**src/rtl/mc_pkg.sv**
```systemverilog
// Shared encodings for the multi-cycle MIPS controller: opcodes, FSM states and
// datapath select values.
package mc_pkg;

  localparam int unsigned OP_W = 6;

  localparam logic [OP_W-1:0] OP_RTYPE = 6'h00;
  localparam logic [OP_W-1:0] OP_JUMP  = 6'h02;
  localparam logic [OP_W-1:0] OP_BEQ   = 6'h04;
  localparam logic [OP_W-1:0] OP_BNE   = 6'h05;
  localparam logic [OP_W-1:0] OP_ADDI  = 6'h08;
  localparam logic [OP_W-1:0] OP_LW    = 6'h23;
  localparam logic [OP_W-1:0] OP_SW    = 6'h2b;

  typedef enum logic [3:0] {
    RESET    = 4'd0,
    FETCH    = 4'd1,
    DECODE   = 4'd2,
    MEM_ADDR = 4'd3,
    MEM_RD   = 4'd4,
    MEM_WB   = 4'd5,
    MEM_WR   = 4'd6,
    EXECUTE  = 4'd7,
    ALU_WB   = 4'd8,
    ADDI_EX  = 4'd9,
    ADDI_WB  = 4'd10,
    BRANCH   = 4'd11,
    JUMP     = 4'd12
  } mcState;

  localparam logic [1:0] ALU_ADD   = 2'b00;
  localparam logic [1:0] ALU_SUB   = 2'b01;
  localparam logic [1:0] ALU_FUNCT = 2'b10;

  localparam logic [1:0] SRCB_B       = 2'b00;
  localparam logic [1:0] SRCB_FOUR    = 2'b01;
  localparam logic [1:0] SRCB_IMM     = 2'b10;
  localparam logic [1:0] SRCB_IMM_SH2 = 2'b11;

  localparam logic [1:0] PC_ALU    = 2'b00;
  localparam logic [1:0] PC_ALUOUT = 2'b01;
  localparam logic [1:0] PC_JUMP   = 2'b10;

  // States that hold the memory port until the access completes
  function automatic logic isMemState(input mcState s);
    return (s == FETCH) || (s == MEM_RD) || (s == MEM_WR);
  endfunction

endpackage

```
**src/rtl/mc_mem_wait.sv**
```systemverilog
// Memory completion tracker: passes mem_ready through in handshake mode, or
// counts a fixed number of cycles per access otherwise.
module mc_mem_wait #(
  parameter bit          MEM_HANDSHAKE = 1'b1,
  parameter int unsigned MEM_LATENCY   = 1
) (
  input  logic clk,
  input  logic rst_n,
  input  logic inMem,
  input  logic memReady,
  output logic memDone
);

  localparam int unsigned WCNT_W = 4;

  logic [WCNT_W-1:0] wcnt;
  logic              lastWait;

  assign lastWait = (wcnt == WCNT_W'(MEM_LATENCY - 1));
  assign memDone  = MEM_HANDSHAKE ? memReady : lastWait;

  // Counter restarts at every access boundary so back-to-back accesses each wait in full
  always_ff @(posedge clk or negedge rst_n) begin
    if (!rst_n) begin
      wcnt <= '0;
    end else if (!inMem || memDone || MEM_HANDSHAKE) begin
      wcnt <= '0;
    end else begin
      wcnt <= wcnt + WCNT_W'(1);
    end
  end

endmodule

```
**src/rtl/mc_control.sv**
```systemverilog
// Moore-style multi-cycle MIPS controller: sequences fetch/decode/execute/
// memory/writeback and drives the shared-ALU, single-memory datapath.
module mc_control
  import mc_pkg::*;
#(
  parameter bit          MEM_HANDSHAKE = 1'b1,
  parameter int unsigned MEM_LATENCY   = 1,
  parameter int unsigned CNT_W         = 32
) (
  input  logic             clk,
  input  logic             rst_n,
  input  logic [5:0]       opcode,
  input  logic             mem_ready,
  output logic             pc_write,
  output logic             pc_write_cond,
  output logic             branch_ne,
  output logic             i_or_d,
  output logic             mem_read,
  output logic             mem_write,
  output logic             ir_write,
  output logic             mem_to_reg,
  output logic             reg_dest,
  output logic             reg_write,
  output logic             alu_src_a,
  output logic [1:0]       alu_src_b,
  output logic [1:0]       alu_op,
  output logic [1:0]       pc_source,
  output logic             illegal_op,
  output logic             instr_done,
  output logic [CNT_W-1:0] retired
);

  mcState          state;
  mcState          nextState;
  logic [OP_W-1:0] opQ;
  logic            memDone;

  mc_mem_wait #(
    .MEM_HANDSHAKE(MEM_HANDSHAKE),
    .MEM_LATENCY  (MEM_LATENCY)
  ) uMemWait (
    .clk     (clk),
    .rst_n   (rst_n),
    .inMem   (isMemState(state)),
    .memReady(mem_ready),
    .memDone (memDone)
  );

  always_ff @(posedge clk or negedge rst_n) begin
    if (!rst_n) state <= RESET;
    else        state <= nextState;
  end

  // Opcode is only trusted in DECODE; later states work from this copy
  always_ff @(posedge clk or negedge rst_n) begin
    if (!rst_n)                opQ <= '0;
    else if (state == DECODE)  opQ <= opcode;
  end

  always_ff @(posedge clk or negedge rst_n) begin
    if (!rst_n)                        retired <= '0;
    else if (instr_done && !illegal_op) retired <= retired + CNT_W'(1);
  end

  always_comb begin
    nextState     = state;
    pc_write      = 1'b0;
    pc_write_cond = 1'b0;
    branch_ne     = 1'b0;
    i_or_d        = 1'b0;
    mem_read      = 1'b0;
    mem_write     = 1'b0;
    ir_write      = 1'b0;
    mem_to_reg    = 1'b0;
    reg_dest      = 1'b0;
    reg_write     = 1'b0;
    alu_src_a     = 1'b0;
    alu_src_b     = SRCB_B;
    alu_op        = ALU_ADD;
    pc_source     = PC_ALU;
    illegal_op    = 1'b0;
    instr_done    = 1'b0;

    case (state)
      RESET: nextState = FETCH;
      FETCH: begin
        mem_read  = 1'b1;
        alu_src_b = SRCB_FOUR;
        alu_op    = ALU_ADD;
        pc_source = PC_ALU;
        if (memDone) begin
          ir_write  = 1'b1;
          pc_write  = 1'b1;
          nextState = DECODE;
        end
      end
      DECODE: begin
        alu_src_b = SRCB_IMM_SH2;
        alu_op    = ALU_ADD;
        case (opcode)
          OP_RTYPE:      nextState = EXECUTE;
          OP_ADDI:       nextState = ADDI_EX;
          OP_LW, OP_SW:  nextState = MEM_ADDR;
          OP_BEQ, OP_BNE: nextState = BRANCH;
          OP_JUMP:       nextState = JUMP;
          default: begin
            illegal_op = 1'b1;
            instr_done = 1'b1;
            nextState  = FETCH;
          end
        endcase
      end
      MEM_ADDR: begin
        alu_src_a = 1'b1;
        alu_src_b = SRCB_IMM;
        alu_op    = ALU_ADD;
        nextState = (opQ == OP_LW) ? MEM_RD : MEM_WR;
      end
      MEM_RD: begin
        mem_read = 1'b1;
        i_or_d   = 1'b1;
        if (memDone) nextState = MEM_WB;
      end
      MEM_WB: begin
        reg_write  = 1'b1;
        mem_to_reg = 1'b1;
        instr_done = 1'b1;
        nextState  = FETCH;
      end
      MEM_WR: begin
        mem_write = 1'b1;
        i_or_d    = 1'b1;
        if (memDone) begin
          instr_done = 1'b1;
          nextState  = FETCH;
        end
      end
      EXECUTE: begin
        alu_src_a = 1'b1;
        alu_src_b = SRCB_B;
        alu_op    = ALU_FUNCT;
        nextState = ALU_WB;
      end
      ALU_WB: begin
        reg_dest   = 1'b1;
        reg_write  = 1'b1;
        instr_done = 1'b1;
        nextState  = FETCH;
      end
      ADDI_EX: begin
        alu_src_a = 1'b1;
        alu_src_b = SRCB_IMM;
        alu_op    = ALU_ADD;
        nextState = ADDI_WB;
      end
      ADDI_WB: begin
        reg_write  = 1'b1;
        instr_done = 1'b1;
        nextState  = FETCH;
      end
      BRANCH: begin
        alu_src_a     = 1'b1;
        alu_src_b     = SRCB_B;
        alu_op        = ALU_SUB;
        pc_write_cond = 1'b1;
        pc_source     = PC_ALUOUT;
        branch_ne     = (opQ == OP_BNE);
        instr_done    = 1'b1;
        nextState     = FETCH;
      end
      JUMP: begin
        pc_write   = 1'b1;
        pc_source  = PC_JUMP;
        instr_done = 1'b1;
        nextState  = FETCH;
      end
      default: nextState = FETCH;
    endcase
  end

endmodule

```
**config.mk**
```make
export PLATFORM = sky130hd
export DESIGN_NAME = mc_control
export DESIGN_NICKNAME = d
export VERILOG_FILES = /design/src/rtl/mc_pkg.sv /design/src/rtl/mc_mem_wait.sv /design/src/rtl/mc_control.sv
export SDC_FILE = /design/constraint.sdc
export NUM_CORES = 1
export LEC_CHECK = 0
export CELL_PAD_IN_SITES_DETAIL_PLACEMENT = 1
export CELL_PAD_IN_SITES_GLOBAL_PLACEMENT = 2
export CORE_MARGIN = 2
export CORE_UTILIZATION = 28
export CTS_BUF_LIST = sky130_fd_sc_hd__clkbuf_16
export DETAILED_ROUTE_END_ITERATION = 10
export PLACE_DENSITY_LB_ADDON = 0.12
export SLEW_MARGIN = 0
export SYNTH_ARGS = -nofsm -noshare
export SYNTH_HDL_FRONTEND = slang
export SYNTH_SLANG_ARGS = --single-unit
```
**constraint.sdc**
```tcl
create_clock -name clk -period 1.7 [get_ports clk]
set_input_delay 0.34 -clock clk [delete_from_list [all_inputs] [get_ports clk]]
set_output_delay 0.34 -clock clk [all_outputs]
set_load 0.02 [all_outputs]
```
# Word-level counts from Yosys, hierarchy flattened
# Index checks and enable logic that the tools add are counted.
# Widths: inputs -> output; s select.
[word_totals]
register_bits = 42
in_bits = 9
output_inout_bits = 51
word_cells = 64
[classes]
add_sub_neg = 1
n_eq_ne = 23
muxes = 24
reduce_logical = 13
[op_table]
columns = ["cell", "count"]
rows = [
  ["$add 32x1->32 const B", 1],
  ["$pmux 4 s7", 1],
  ["$eq 4x4->1 const B", 5],
  ["$pmux 4 s5", 1],
  ["$eq 6x3->1 const B", 3],
  ["$eq 6x6->1 const B", 3],
  ["$eq 4x3->1 const B", 4],
  ["$mux 1", 13],
  ["$mux 4", 3],
  ["$reduce_or 2->1", 5],
  ["$eq 4x2->1 const B", 2],
  ["$pmux 2 s2", 2],
  ["$reduce_or 7->1", 1],
  ["$eq 6x2->1 const B", 1],
  ["$eq 6x4->1 const B", 1],
  ["$logic_not 6->1", 1],
  ["$ne 2x2->1 const B", 3],
  ["$pmux 2 s3", 1],
  ["$reduce_or 5->1", 1],
  ["$eq 4x1->1 const B", 1],
  ["$reduce_or 4->1", 1],
  ["$pmux 1 s3", 1],
  ["$reduce_and 3->1", 1],
  ["$reduce_or 3->1", 1],
  ["other kinds (4)", 4],
]

# Logic depth before layout (Yosys ltp)
# Gate-level depths: netlist (run 1).
[depth]
depth_word = 6
depth_mapped = 6
depth_no_buf = 5

# By module
# From an unflattened synthesis (run 1), not the netlist that was laid out.
[hier_totals]
hier_cells = 227
hier_area_um2 = 2258.4
[modules_own_cells]
columns = ["mod", "instances", "cells_per_inst", "area_per_inst_um2", "seq_area_each_um2"]
rows = [
  ["mc_control", 1, 226, 2250.9, 1051.0],
  ["mc_mem_wait", 1, 1, 7.5, 0.0],
]

# Least setup slack after synthesis (run 1)
# OpenSTA, ideal clock, no wires.
[synth_timing]
path_kind = "flip-flop to output port"
from = "register state[0]"
to = "output port instr_done"
t_arrival_ns = 1.768
required_ns = 1.360
path_slack_ns = -0.408
stages_incl_launch_ff = 6
n_path_buf = 1
cell_sequence = "dfrtp_1 -> clkbuf_1 -> nand2b_1 -> nor3_2 -> o31ai_1 -> o21ai_0"
[synth_between]
elab_chain_len = 3
elab_cells_between_ends = 9
classes_between = "eq/ne (7); mux (1); reduce/logical (1)"
[synth_rtl]
columns = ["element", "line_no", "text"]
rows = [
  ["start: declaration", "mc_control.sv:33", "mcState state;"],
  ["start signal: assignment", "mc_control.sv:51", "else state <= nextState;"],
  ["$eq 4x4->1 or $eq 4x3->1 (tied branches)", "mc_control.sv:84", "case (state)"],
  ["$reduce_or 5->1 (no source line)", "n/a", ""],
  ["$pmux 1 s3 (*)", "mc_control.sv:84", ""],
  ["end: declaration", "mc_control.sv:29", "output logic instr_done,"],
]
# Mark *: on every way between the ends. The rest lies on a longest branch, timed or not.

# Worst setup path after layout (run 1)
[layout_timing]
from = "register state[3]"
to = "register retired[19]"
[layout_between]
elab_chain_len = 4
elab_cells_between_ends = 12
classes_between = "eq/ne (7); mux (2); reduce/logical (3)"
[layout_rtl]
columns = ["element", "line_no", "text"]
rows = [
  ["$eq 4x4->1 (tied with other cells)", "mc_control.sv:84", ""],
  ["$reduce_or 5->1 (no source line) or $mux 1 (tied branches)", "n/a", ""],
  ["$pmux 1 s3 or $logic_not 1->1 (tied branches)", "mc_control.sv:84, mc_control.sv:62", ""],
  ["$logic_and 1x1->1 (*)", "mc_control.sv:62", "else if (instr_done && !illegal_op) retired <= retired + CNT_W'(1);"],
  ["end signal: assignment", "mc_control.sv:62", ""],
  ["end: declaration", "mc_control.sv:30", "output logic [CNT_W-1:0] retired"],
]
# Marks and branches as above.
# A chain may end at the register's enable or synchronous reset.

==> run metrics, run 1 <==
Setup WS pre-CTS=-0.920 ns; crit share post-route=1.15; kind of critical path=flip-flop to flip-flop; Hold WS=-0.00995 ns; global-route wire length before repair=12.9 mm; slew at the pin closest to its max-slew limit=0.437 ns; final wirelength=about 7.8 mm; Die Y=98.1 um; first-pass detailed-route iteration total=4; crit path cell chain=buf_12 -> nand4b_4 -> buf_6 -> a211o_1 -> buf_12 -> a2111o_1 -> xnor2_1; status=finished with violations; sequential fraction of the synthesis area=0.424; Placed Instances=447; Row Count=34; GP Congestion=0.777; critical path fanouts, max=11; via count=2,358; Critical Path Start Type=flip-flop; TritonCTS Sinks=42; Synth top area share=0.424; Leakage=about 0.0019 uW; CP most frequent cell=buf_12; pin count of the biggest net entering global routing=26; Max Fclk=513 MHz; main area contributors after synthesis=dfrtp_1 (42%), xnor2_1 (8.1%), mux2_2 (3.2%); I/O Buffers=59; maximum vdd drop=1.04 mV; Tot Pwr=between 5000 and 6000 uW; min cycle time layout=just under 2 ns; CP max stage cell=dfrtp_1; Worst-path clk slew=~0.060 ns; final slew viol count=0; Hold Violations, Final=17; chip width=98.1 um; starting density of the core=0.287; clock buffer depth=2; Avg Cell Area, Syn=10.6 sq um; share of cells above drive strength 1=0.471; DR iter-0 viols=31; DR vias/cell=between 4 and 5; Synth Flop Type=dfrtp_1; PD cells=1180 nW/um^2; Setup TNS Final=-5.03 ns; nets=around 380; Root Buffer=clkbuf_16; final std cells w/o fill=475; failing checks=hold timing, setup timing; post-DP HPWL=5.60 mm; All-Layer GR Usage=0.166; gr ovfl total=0; Ys Warns=0; CP bufs+invs=3; CP Data Required Time=1.87 ns; Cells after Synth=234; Mapped Nets=244; Layout area overhead=75.0%; final-layout fill cell count=956; final setup violating endpoints=40; max cap viols=0; Post-Syn Area=2480 sq um; Num CTS Buffers=5; Post-DRT Antenna Nets=0; clk_skew=0.00386 ns; H-Tree Level Count=2; relative slew slack=0.708; clk_lat worst skew=0.28 ns; initial antenna violation count=0; CP peak stage delay=0.40 ns; number of global-route vias before repair=2,496; Top Ports=60; RSZ-0062 raised after global routing=true; CP Data Arrival Time=2.12 ns; register bit total from synthesis=42; Core ar.=8640 sq um; wire per inst=16.4 um; area leader, netlist=dfrtp_1; Synth cell types=53; ys async rst share=1.00; final worst slack=-0.248 ns; delay-heaviest family, CP=compound AO/OA/AOI/OAI gates; die area=slightly below 10,000 sq um; Ant. Diodes=0; CTS tree=yes; Post-synth EDFFs=0; CP endpoint kind=flip-flop; drt drc=0; worst min path class=input port to async pin
-- sequential cells by signal (all words and copies together) (netlist names) --
register / count
retired: 32
opQ: 6
state: 4
-- cell families (layout without fill, tap and decap cells) --
family	after synthesis	after routing	share of synthesized area
compound gates	56	56	0.198
xor+xnor	31	31	0.110
fa+ha+maj	1	1	0.00505
buf+inv	21	154	0.0399
flops	42	42	0.424
mux	8	8	0.0358
simple gates	75	75	0.188
-- cell type report --
type / instances / area (sq um) / area share
Sequential cell: 42 / 1060 / 0.245
Timing Repair Buffer: 141 / 1360 / 0.313
Multi-Input combinational cell: 171 / 1620 / 0.373
Tap cell: 108 / 135 / 0.0312
Clock buffer: 5 / 125 / 0.0289
Clock inverter: 3 / 16.3 / 0.00375
Inverter: 5 / 21.3 / 0.00490
-- layer usage --
layer	vias to the layer above	track usage	share of wire
met2	44	0.291	0.53
met5	-	0	0
met3	8	0.0358	0.036
li1	1136	-	-
met1	1170	0.207	0.42
met4	0	0.0470	0.016
-- placed cells by master, fill, tap and decap left out, types with 9 or more instances in the layout --
| master | count |
|---|---|
| buf_4 | 63 |
| buf_6 | 32 |
| clkdlybuf4s50_1 | 14 |
| dfrtp_1 | 34 |
| dlygate4sd2_1 | 12 |
| dlymetal6s2s_1 | 10 |
| o2111ai_1 | 9 |
| xnor2_1 | 23 |
-- power by group --
group | internal, uW | leakage, uW | switching, uW
Clock | 536 | 0.0000672 | 396
Sequential | 1180 | 0.000491 | 165
Combinational | 1510 | 0.00131 | 1320
-- worst paths after layout --
check	from	end	slack [ns]	depth (start not counted)
max reg2reg	state[3]$_DFFE_PN0P_	retired[19]$_DFFE_PN0P_	-0.25	7
min in group clk	opcode[5]	opQ[5]$_DFFE_PN0P_	0.36	2
max	state[3]$_DFFE_PN0P_	retired[19]$_DFFE_PN0P_	-0.25	7
min	rst_n	retired[29]$_DFFE_PN0P_	-0.01	1
max in group asynchronous	rst_n	retired[1]$_DFFE_PN0P_	1.21	2
min reg2reg	retired[31]$_DFFE_PN0P_	retired[31]$_DFFE_PN0P_	0.47	1
-- synthesized netlist by cell type, drive strengths merged (5+ instances only) --
cell and instances:
nand2b 6, nor2 11, clkbuf 9, xor2 8
o2111ai 9, and4 6, dfrtp 42, o211ai 5
a211oi 5, a21oi 5, inv 5, nand2 11
xnor2 23, nor3 6, buf 7, a2111oi 8
and3 5, o21ai 7, nand3 9, mux2 7
-- stage by stage --
stage	util	area (sq um)
final	0.502	4340
after global routing	0.502	4340
after floorplan	-	2630
after global placement	0.436	3760
after detailed placement	0.436	3760
after CTS	0.469	4050
-- what timing repair did --
item                                   CTS  global route
gates resized for setup                157            54
pin swaps                               12            23
setup endpoints to repair               52            53
buffers inserted                         7            10
hold buffers                             0             0
cloned                                   1             2
endpoints found under the hold margin    0             0
Note: power is estimated with default switching activity, not from simulation.
==> run 2, diff against run 1 <==
--- a/config.mk
+++ b/config.mk
@@ -5,6 +5,7 @@
 export SDC_FILE = /design/constraint.sdc
 export NUM_CORES = 1
 export LEC_CHECK = 0
+export ABC_CLOCK_PERIOD_IN_PS = 1700
 export CELL_PAD_IN_SITES_DETAIL_PLACEMENT = 1
 export CELL_PAD_IN_SITES_GLOBAL_PLACEMENT = 2
 export CORE_MARGIN = 2
==> results of run 2 <==
Same layout as run 1: the final DEF is identical, and so are final timing and power.
==> run 3, diff against run 2 <==
--- a/config.mk
+++ b/config.mk
@@ -8,10 +8,10 @@
 export ABC_CLOCK_PERIOD_IN_PS = 1700
 export CELL_PAD_IN_SITES_DETAIL_PLACEMENT = 1
 export CELL_PAD_IN_SITES_GLOBAL_PLACEMENT = 2
-export CORE_MARGIN = 2
 export CORE_UTILIZATION = 28
 export CTS_BUF_LIST = sky130_fd_sc_hd__clkbuf_16
 export DETAILED_ROUTE_END_ITERATION = 10
+export GPL_TIMING_DRIVEN = 0
 export PLACE_DENSITY_LB_ADDON = 0.12
 export SLEW_MARGIN = 0
 export SYNTH_ARGS = -nofsm -noshare
==> run metrics, run 3 (same netlist as run 1, synthesis figures left out) <==
post-DP HPWL=5.07 mm; Ant. Diodes=0; crit share post-route=1.14; Top Ports=60; chip width=96.1 um; clk_skew=between 0.004 and 0.005 ns; crit path cell chain=buf_8 -> nand2b_4 -> nor3_4 -> o31ai_4 -> o21ai_2 -> buf_6; DR iter-0 viols=58; TritonCTS Sinks=42; via count=2,234; final slew viol count=0; final wirelength=7.35 mm; Row Count=33; global-route wire length before repair=11.9 mm; share of cells above drive strength 1=0.445; Critical Path Start Type=flip-flop; gr ovfl total=0; min cycle time layout=1.94 ns; maximum vdd drop=about 0.75 mV; Largest Register=retired; most frequent cells in the layout=dfrtp_1 (32), buf_4 (31), xnor2_1 (23); final-layout fill cell count=~910; final worst slack=-0.240 ns; Layout area overhead=64.8%; CTS tree=yes; fin area=4090 sq um; GP Congestion=roughly 0.71; Largest register FFs=32; I/O Buffers=59; CP peak stage delay=between 0.3 and 0.4 ns; final setup violating endpoints=36; CP Data Arrival Time=~1.6 ns; Die Y=96.1 um; Num CTS Buffers=5; nets=339; H-Tree Level Count=2; CP endpoint kind=output port; RSZ-0062 raised after global routing=true; clock buffer depth=2; max cap viols=0; initial antenna violation count=0; Worst-path clk slew=around 0.060 ns; Root Buffer=clkbuf_16; Setup TNS Final=-4.34 ns; die area=9230 sq um; DP Area=3360 sq um; Max Fclk=515 MHz; starting density of the core=0.296; first-pass detailed-route iteration total=3; leading cell type in the layout, fill and taps excluded=dfrtp_1; CP max stage cell=dfrtp_1; drt drc=0; relative slew slack=0.762; Post-DRT Antenna Nets=0; CP Data Required Time=1.36 ns; pin count of the biggest net entering global routing=33; slew at the pin closest to its max-slew limit=between 0.3 and 0.4 ns; clk_lat worst skew=0.28 ns; All-Layer GR Usage=0.169; status=finished with violations; DR vias/cell=5.14; PD cells=1150 nW/um^2; failing checks=setup timing; largest registers=retired (32), opQ (6), state (4); critical path fanouts, max=5; kind of critical path=flip-flop to output port; Leakage=0.00170 uW; number of global-route vias before repair=2,230; wire per inst=about 17 um; worst min path class=input port to flip-flop; Core ar.=8380 sq um; Hold Violations, Final=0
[run 3: layout make-up]
type                    instances  area [sq um]  area share
multi-input cells             171          1690       0.415
plain buffers                  16           204      0.0499
clock buffers                   5           125      0.0306
repair buffers                 88           835       0.204
flip-flops and latches         42          1060       0.260
well taps                     105           131      0.0322
clock inverters                 3          13.8     0.00337
inverters                       5          18.8     0.00459
[run 3: worst paths after layout]
check | start | endpoint | slack [ns] | cells after the start
worst max-delay path | state[0]$_DFFE_PN0P_ | instr_done | -0.24 | 6
worst min-delay path | opcode[5] | opQ[5]$_DFFE_PN0P_ | 0.36 | 2
worst max register to register | state[1]$_DFFE_PN0P_ | retired[19]$_DFFE_PN0P_ | -0.22 | 5
worst min register to register | retired[31]$_DFFE_PN0P_ | retired[31]$_DFFE_PN0P_ | 0.46 | 1
max in group asynchronous | rst_n | retired[8]$_DFFE_PN0P_ | 0.75 | 3
min in group asynchronous | rst_n | state[0]$_DFFE_PN0P_ | 0.47 | 2
[run 3: per-layer routing]
| metal | track usage | wire (um) | vias up | part of all wire |
|---|---|---|---|---|
| li1 | - | - | 1067 | - |
| met1 | 0.249 | 3640 | 1128 | 0.49 |
| met2 | 0.255 | 3440 | 33 | 0.47 |
| met3 | 0.0332 | 220 | 6 | 0.030 |
| met4 | 0.0361 | 48 | 0 | 0.0065 |
| met5 | 0 | 0 | - | 0 |
[run 3: timing repair]
action | in CTS | in global routing
setup endpoints to repair | 65 | 51
hold buffers | 1 | 0
resized for setup | 162 | 67
pin swaps | 14 | 17
gates cloned | 1 | 1
hold endpoints to repair | 10 | 0
buffers inserted | 15 | 10
[run 3: stage by stage]
stage / hold WS [ns] / power, uW / util / instances / setup WS [ns]
final: 0.359 / 4690 / 0.487 / 435 / -0.240
after global routing: 0.368 / 4970 / 0.487 / 435 / -0.331
after CTS: 0.357 / 4410 / 0.450 / 424 / -0.279
after detailed placement: 0.242 / 3140 / 0.401 / 399 / -1.27
after global placement: 0.456 / 3110 / 0.400 / 398 / -1.28
after floorplan: 0.0444 / 2450 / - / 234 / -0.0719
[run 3: report_power, final]
| group | internal, uW | switching (uW) |
|---|---|---|
| sequential | 1180 | 201 |
| clock | 534 | 388 |
| combinational | 1230 | 1160 |
| total | 2940 | 1750 |
[run 3: worst max-delay path, delay by kind of cell, from the launching register on]
family / cells / cell delay, ns
buf+inv: 2 / 0.26
simple gates: 2 / 0.41
compound gates: 2 / 0.26
flops: 1 / 0.38
